## src/rtl/hls_deadlock_monitor_param.sv

```systemverilog
// hls_deadlock_monitor_param: persistence-filtered, optionally sticky deadlock monitor for one HLS dataflow instance
module hls_deadlock_monitor_param #(
  parameter int N_AXIS = 2,
  parameter int N_SUB = 1,
  parameter int HOLD_CYCLES = 1,
  parameter int STICKY = 0,
  parameter int CNT_W = 16,
  parameter int CH_W = $clog2(N_AXIS + 1)
) (
  input  logic                                clock,
  input  logic                                reset,
  input  logic [N_AXIS-1:0]                   axis_block_sigs,
  input  logic [((N_SUB > 0) ? N_SUB : 1)-1:0] inst_idle_sigs,
  input  logic [((N_SUB > 0) ? N_SUB : 1)-1:0] inst_block_sigs,
  input  logic                                clear,
  output logic [2*N_AXIS-1:0]                 axis_block_info,
  output logic                                block,
  output logic [CH_W-1:0]                     first_chan,
  output logic [CNT_W-1:0]                    block_cycles
);
  localparam int PC_W = (HOLD_CYCLES > 1) ? $clog2(HOLD_CYCLES) : 1;
  localparam logic [PC_W-1:0] PC_MAX = PC_W'(HOLD_CYCLES - 1);
  typedef enum logic [1:0] {IDLE, PENDING, BLOCKED} state_t;
  state_t state, state_n;
  logic [PC_W-1:0] pc;
  logic raw, sub_blk, entry, blk_n;
  logic [2*N_AXIS-1:0] code;
  logic [CH_W-1:0] low;
  // sub-instances deadlock only when all are idle-or-blocked and at least one is blocked
  assign sub_blk = (N_SUB > 0) && (&(inst_block_sigs | inst_idle_sigs)) && (|inst_block_sigs);
  assign raw = (|axis_block_sigs) || sub_blk;
  assign block = (state == BLOCKED);
  assign blk_n = (state_n == BLOCKED);
  assign entry = (state != BLOCKED) && blk_n;
  always_comb begin
    code = '0;
    low = CH_W'(N_AXIS);
    for (int i = N_AXIS - 1; i >= 0; i--) begin
      code[2*i +: 2] = axis_block_sigs[i] ? ~(2'b01 << (i % 2)) : 2'b00;
      if (axis_block_sigs[i]) low = CH_W'(i);
    end
  end
  always_comb begin
    state_n = state;
    case (state)
      IDLE:    state_n = raw ? ((HOLD_CYCLES == 1) ? BLOCKED : PENDING) : IDLE;
      PENDING: state_n = !raw ? IDLE : (pc == PC_MAX) ? BLOCKED : PENDING;
      BLOCKED: state_n = (!raw && STICKY == 0) ? IDLE : BLOCKED;
      default: state_n = IDLE;
    endcase
    if (clear) state_n = IDLE;
  end
  always_ff @(posedge clock) begin
    if (reset) begin
      state <= IDLE;
      pc <= '0;
      axis_block_info <= '0;
      first_chan <= '0;
      block_cycles <= '0;
    end else begin
      state <= state_n;
      pc <= (clear || !raw) ? '0 : (pc == PC_MAX) ? pc : pc + 1'b1;
      axis_block_info <= !blk_n ? '0 : (STICKY == 0 || entry) ? code : axis_block_info;
      first_chan <= clear ? '0 : entry ? low : first_chan;
      block_cycles <= !blk_n ? '0 : entry ? CNT_W'(1) : (&block_cycles) ? block_cycles : block_cycles + 1'b1;
    end
  end
endmodule

```

## config.mk

```make
export PLATFORM = sky130hd
export DESIGN_NAME = hls_deadlock_monitor_param
export DESIGN_NICKNAME = d
export VERILOG_FILES = /design/src/rtl/hls_deadlock_monitor_param.sv
export SDC_FILE = /design/constraint.sdc
export NUM_CORES = 1
export LEC_CHECK = 0
export CORE_UTILIZATION = 45
export CTS_CLUSTER_SIZE = 12
export DETAILED_ROUTE_END_ITERATION = 6
export PLACE_DENSITY = 0.76
export RECOVER_POWER = 50
export SLEW_MARGIN = 10
export SYNTH_ARGS = -nofsm -noshare
export SYNTH_HDL_FRONTEND = slang
export SYNTH_SLANG_ARGS = --single-unit
```

## constraint.sdc

```tcl
create_clock -name clock -period 2 [get_ports clock]
set_input_delay 0.6 -clock clock [delete_from_list [all_inputs] [get_ports clock]]
set_output_delay 0.6 -clock clock [all_outputs]
set_load 0.1 [all_outputs]
```

==> out/metrics.yaml, run 1 <==
power:
  p_comb_share_pct: 13.6
  p_sw_share_pct: 27.1
  pwr-share-clk_pct: 27.2
  seqPwrFrac_pct: 59.2
  internal_power_uw: 579
  p_leak_uw: 0.000588
  switchingPower_uw: 215
  ir_worst_vdd_v: 0.000490
  power.density_nw_per_um2: 495
die:
  initial_core_util_pct: 48.0
  io_pins: 30
  fp.dieW_um: 50.8
  dieArea_um2: 2580
  core_um2: 2230
  dieHeight_um: 50.8
  num_rows: 17
final_layout:
  utilization_pct: 71.7
  drive_gt1_share_pct: 30.8
  fin_area_um2: 1600
  final_cell_mix: "17 x buf_12, 14 x dfxtp_1, 13 x a21oi_1, 11 x nor2_1"
  area_growth_pct: 49.4
  nets: 168
  fin_cells: 187
  antenna_cells: 0
  final_common_cell: "buf_12"
clocking:
  holdBufCountCts: 0
  cts_buffer_depth: 2
  cts_buffers: 3
  insertion_delay_ns: 0.31
  postCtsSetupRepairBufs: 0
  htreeDepth: 1
  path_clk_slew_ns: 0.12
  clock-sinks: 23
  root_buffer: "clkbuf_4"
  cts_tree: "done"
job:
  drv_cap: 0
sta:
  timing.final.crit_period_ns: 1.90
  fin_crit_sh_pct: 94.8
  tightest_slew_ns: 0.623
  max_freq_ghz: 0.527
  fin_skew_ns: 0.00413
  hold_viol_final: 0
  final.setup.tns_ns: 0
  setup_viol: 0
  drv_slew: 0
  rsz0062_at_grt: "no"
  slew_headroom_pct: 58.1
synth:
  post_synth.cell_area_avg_um2: 8.65
  ys_ff_latch: 23
  synth_edf_count: 0
  syn_area_um2: 1070
  synth-seq-area-share_pct: 42.9
  netlist_instances: 124
  yosysWarningCount: 0
  synthArstFlopShare_pct: 0
  synth-main-ff-cell: "dfxtp_1"
  synth_cell_types: 34
drt:
  drt-initial-drc-count: 34
  first_pass_iters: 5
  drc: 0
  wire_per_inst_um: 14.8
  viasPerCell: 5.86
  wl_mm: 2.77
  route.vias.total: 1096
  ant_nets: 0
min_path:
  hold_path.startpoint: "pc"
  hp-class: "register to register"
  hold_depth: 2
  whs_endpoint: "state[0]"
worst_setup_path:
  critPathCaptureType: "register"
  r2r-end: "block_cycles[11]"
  max_stage_delay_ns: 0.65
  critPathKind: "register to register"
  cp_max_fo: 13
  reg2reg_slack_ns: 0.10
  crit_slowest_cell: "nor4_4"
  crit_required_ns: 2.26
  critPathBufInv: 1
  crit_chain: "nand3_1 -> nor4_4 -> buf_4 -> o21ai_0 -> a21oi_1"
  worstPathArrival_ns: 2.15
  start_kind: "register"
  critical_path.top_delay_family: "simple AND/OR/NAND/NOR gates"
  r2r-start: "block_cycles[13]"
  worstRegToRegCells: 5
global_routing:
  antenna_found_initial: 0
  grt_use_total_pct: 23.5
  grtUsageMet1_pct: 28.3
  use_met2_pct: 42.9
  grt_pass1_wl_mm: 4.57
  grtUsageMet3_pct: 1.79
  grt-busiest-layer: "met2"
  overflow: 0
  grt_pass1_vias: 1018
  grt_max_degree: 14
placement:
  port_buffers: 26
  placed_cell_area_um2: 1640
  dp_hpwl_mm: 2.05
  gp_congestion: 0.798
  place_inst: 183
run_status:
  outcome: "completed"
==> cell families after synthesis <==
kind of cell               share of synthesized area, %
DFF                                                42.9
and+or+nand+nor                                    34.0
adders and majority gates                          1.17
muxes                                              2.80
AOI/OAI and AO/OA                                  14.2
other                                             0.350
buffers and inverters                              4.55
==> state kept, by name (all words and copies together), names as in the netlist <==
register	count
axis_block_info	2
block_cycles	16
first_chan	2
pc	1
state	2
==> Yosys cell counts, types with 2 or more instances <==
cell      number  area share, %
dfxtp_1       23             43
a21oi_1       13            6.1
nor2_1        11            3.9
o21ai_0        9            4.2
nand2_1        7            2.5
nand4_1        6            3.5
or3_1          6            3.5
nor3_1         5            2.3
and3_1         4            2.3
nand3_1        4            1.9
and2_1         3            1.8
buf_4          3            2.1
inv_1          3            1.1
mux2i_1        3            2.8
a211oi_1       2            1.4
a311oi_1       2            1.6
nor3b_1        2            1.4
nor4b_1        2            1.6
==> power groups by stage <==
| stage | clock network (uW) | registers (uW) | logic [uW] |
|---|---|---|---|
| final | 216 | 469 | 108 |
| after global routing | 238 | 471 | 113 |
| after CTS | 217 | 471 | 115 |
| after detailed placement | 0 | 481 | 114 |
| after global placement | 0 | 480 | 112 |
| after floorplan | 0 | 505 | 47.5 |
==> final cells by class <==
| cell class | instances | area (um2) |
|---|---|---|
| Fill cell | 167 | 632 |
| Tap cell | 28 | 35.0 |
| Sequential cell | 23 | 472 |
| Timing Repair Buffer | 34 | 470 |
| Inverter | 3 | 11.3 |
| Multi-Input combinational cell | 95 | 587 |
| Clock buffer | 4 | 26.3 |
==> per-layer routing <==
layer | part of all wire [%] | routed length (um)
met2 | 53 | 1470
met5 | 0 | 0
met3 | 6.6 | 183
met1 | 39 | 1080
met4 | 1.5 | 41
==> worst max path at each step <==
stage | start | endpoint | slack (ns) | cells past startpoint
after floorplan | block_cycles[1] | block_cycles[1] | 0.02 | 6
after global placement | axis_block_sigs[0] | first_chan[1] | -0.26 | 5
after detailed placement | axis_block_sigs[1] | block_cycles[0] | -0.34 | 5
after CTS | clear | block_cycles[6] | 0.11 | 5
after global routing | block_cycles[0] | block_cycles[7] | 0.002 | 6
final | block_cycles[13] | block_cycles[11] | 0.10 | 5
==> worst reg2reg max path, delay by kind of cell (launching register included) <==
kind            cells  cell delay, ns
simple gates        2            0.87
buf+inv             1            0.25
compound gates      2            0.25
flops               1            0.48
==> per-stage QoR <==
step / power, uW / worst slack, ns / hold WS (ns)
CTS: 804 / 0.110 / 0.492
global route: 822 / 0.00173 / 0.515
floorplan: 553 / 0.0184 / 0.427
global placement: 592 / -0.263 / 0.442
detailed placement: 595 / -0.337 / 0.468
finish: 793 / 0.104 / 0.484
==> what timing repair did <==
| item | 4_1_cts | 5_1_grt |
|---|---|---|
| hold endpoints to repair | 0 | 0 |
| setup endpoints to repair | 2 | 0 |
| gates resized for setup | 2 | 0 |
No activity file was read; power rests on OpenSTA's default activity.
==> run 2, diff against run 1 <==
REMOVE_ABC_BUFFERS = 1   (was unset)
SLEW_MARGIN = unset   (was 10)
==> run 2 against run 1 <==
  * Cell count increased by 3.7%
  * Largest power group unchanged
  * Global-route usage decreased by 0.42 points
  * Final area decreased by 11%
  * Sequential share of layout area increased by 2.7 points
  * Critical path depth unchanged
  * Fmax decreased by 1.7%
  * Clock skew increased by 0.00076 ns
  * Combinational power about the same
  * Wire length decreased by 1.4%
  * Die area unchanged
==> out/metrics.yaml, run 2 (synthesis results as in run 1) <==
placement:
  gp_congestion: 0.862  # +8.1%
  dp_hpwl_mm: 2.12  # +3.6%
  port_buffers: 26  # unchanged
  place_inst: 190  # +3.8%
sta:
  fin_skew_ns: 0.00489  # +0.000760 ns
  max_freq_ghz: 0.518  # -1.7%
  drv_slew: 0  # unchanged
  hold_viol_final: 0  # unchanged
  final.setup.tns_ns: 0  # unchanged
  timing.final.crit_period_ns: 1.93  # +0.0334 ns
  fin_crit_sh_pct: 96.5  # +1.7 points
  slew_headroom_pct: 63.3  # +5.2 points
  setup_viol: 0  # unchanged
  rsz0062_at_grt: "no"
  tightest_slew_ns: 0.552  # -0.0711 ns
worst_setup_path:
  crit_slowest_cell: "or3b_1"
  crit_chain: "clkdlybuf4s50_1 -> or2_2 -> or3b_1 -> buf_4 -> nor3_1"
  reg2reg_slack_ns: 0.22  # +0.12 ns
  critPathCaptureType: "register"
  crit_required_ns: 2.25  # about the same
  max_stage_delay_ns: 0.45  # -0.20 ns
  cp_max_fo: 8  # -5
  critical_path.top_delay_family: "simple AND/OR/NAND/NOR gates"
  worstPathArrival_ns: 2.18  # +0.03 ns
  start_kind: "input pin"
  critPathBufInv: 2  # +1
  critPathKind: "input pin to register"
run_status:
  outcome: "completed"
clocking:
  clock-sinks: 23  # unchanged
  cts_buffer_depth: 2  # unchanged
  root_buffer: "clkbuf_4"
  holdBufCountCts: 0  # unchanged
  cts_tree: "done"
  insertion_delay_ns: 0.32  # about the same
  htreeDepth: 1  # unchanged
  cts_buffers: 3  # unchanged
  postCtsSetupRepairBufs: 0  # unchanged
  ctsResizeCount: 0  # -2
  path_clk_slew_ns: 0.13  # about the same
die:
  num_rows: 17  # unchanged
  initial_core_util_pct: 48.0  # unchanged
  io_pins: 30  # unchanged
  fp.dieW_um: 50.8  # unchanged
  dieArea_um2: 2580  # unchanged
  core_um2: 2230  # unchanged
  dieHeight_um: 50.8  # unchanged
global_routing:
  antenna_found_initial: 0  # unchanged
  grt_pass1_wl_mm: 4.41  # -3.5%
  grt_pass1_vias: 1014  # -0.39%
  grt_use_total_pct: 23.0  # -0.42 points
  overflow: 0  # unchanged
  grt_max_degree: 13  # -1
drt:
  viasPerCell: 5.73  # -2.3%
  wl_mm: 2.73  # -1.4%
  ant_nets: 0  # unchanged
  route.vias.total: 1111  # +1.4%
  wire_per_inst_um: 14.1  # -5.0%
  drc: 0  # unchanged
  drt-initial-drc-count: 46  # +35%
  first_pass_iters: 4  # -1
final_layout:
  area_growth_pct: 33.6
  antenna_cells: 0  # unchanged
  nets: 175  # +4.2%
  fillers: 198  # +19%
  fin_cells: 194  # +3.7%
  final_cell_mix: "23 x dfxtp_1, 14 x buf_4, 13 x a21oi_1, 11 x nor2_1, 10 x clkbuf_2"
  top_register: "block_cycles"
  drive_gt1_share_pct: 25.9  # -4.9 points
  utilization_pct: 64.1  # -7.6 points
  largest_reg_flops: 16  # unchanged
  final_common_cell: "dfxtp_1"
power:
  p_comb_share_pct: 13.5  # about the same
  seqPwrFrac_pct: 58.7  # -0.5 points
  ir_worst_vdd_v: 0.000393  # -20%
  p_sw_share_pct: 27.7  # +0.61 points
  internal_power_uw: 577  # -0.35%
  p_leak_uw: 0.000569  # -3.3%
  power.density_nw_per_um2: 557  # +12%
  switchingPower_uw: 221  # +2.8%
  total_power_uw: 797  # +0.50%
  pwr-share-clk_pct: 27.8  # +0.6 points
job:
  drv_cap: 0  # unchanged
min_path:
  hp-class: "register to register"
## run 2: layout make-up
type / count / area [um2] / area share (%)
Clock buffer: 4 / 26.3 / 1.83
Inverter: 3 / 11.3 / 0.786
Sequential cell: 23 / 460 / 32.1
Timing Repair Buffer: 41 / 329 / 23.0
Multi-Input combinational cell: 95 / 571 / 39.8
Tap cell: 28 / 35.0 / 2.45
## run 2: final timing paths
check	start	to	depth (start not counted)
worst max-delay path	clear	block_cycles[8]	5
worst min-delay path	pc	state[0]	2
worst max register to register	block_cycles[3]	block_cycles[11]	4
worst min register to register	pc	state[0]	2
## run 2: tightest hold or removal path: cells and delay by family (launching register included)
| kind | cells | cell delay, ns |
|---|---|---|
| DFF | 1 | 0.34 |
| and+or+nand+nor | 2 | 0.11 |
## run 2: routing by layer
metal  vias to the layer above  global-route usage, %  wire length (um)
met3                         7                   2.98               138
met1                       518                   26.9              1110
met4                         0                   13.0                73
met5                         -                      0                 0
li1                        540                      -                 -
met2                        46                   40.4              1410
## run 2: power groups by stage
stage / combinational (uW) / sequential (uW) / clock (uW)
after global placement: 118 / 479 / 0
after detailed placement: 120 / 479 / 0
final: 108 / 468 / 222
after CTS: 121 / 469 / 225
after global routing: 112 / 469 / 248
after floorplan: 41.9 / 505 / 0
## run 2: metrics by stage
stage / instance area (um2) / setup slack (ns) / hold WS [ns]
2_1_floorplan: 1040 / -0.707 / 0.427
3_3_place_gp: 1660 / -0.200 / 0.443
3_5_place_dp: 1660 / -0.249 / 0.456
4_1_cts: 1690 / 0.0926 / 0.476
5_1_grt: 1430 / 0.0213 / 0.498
6_report: 1430 / 0.0701 / 0.480
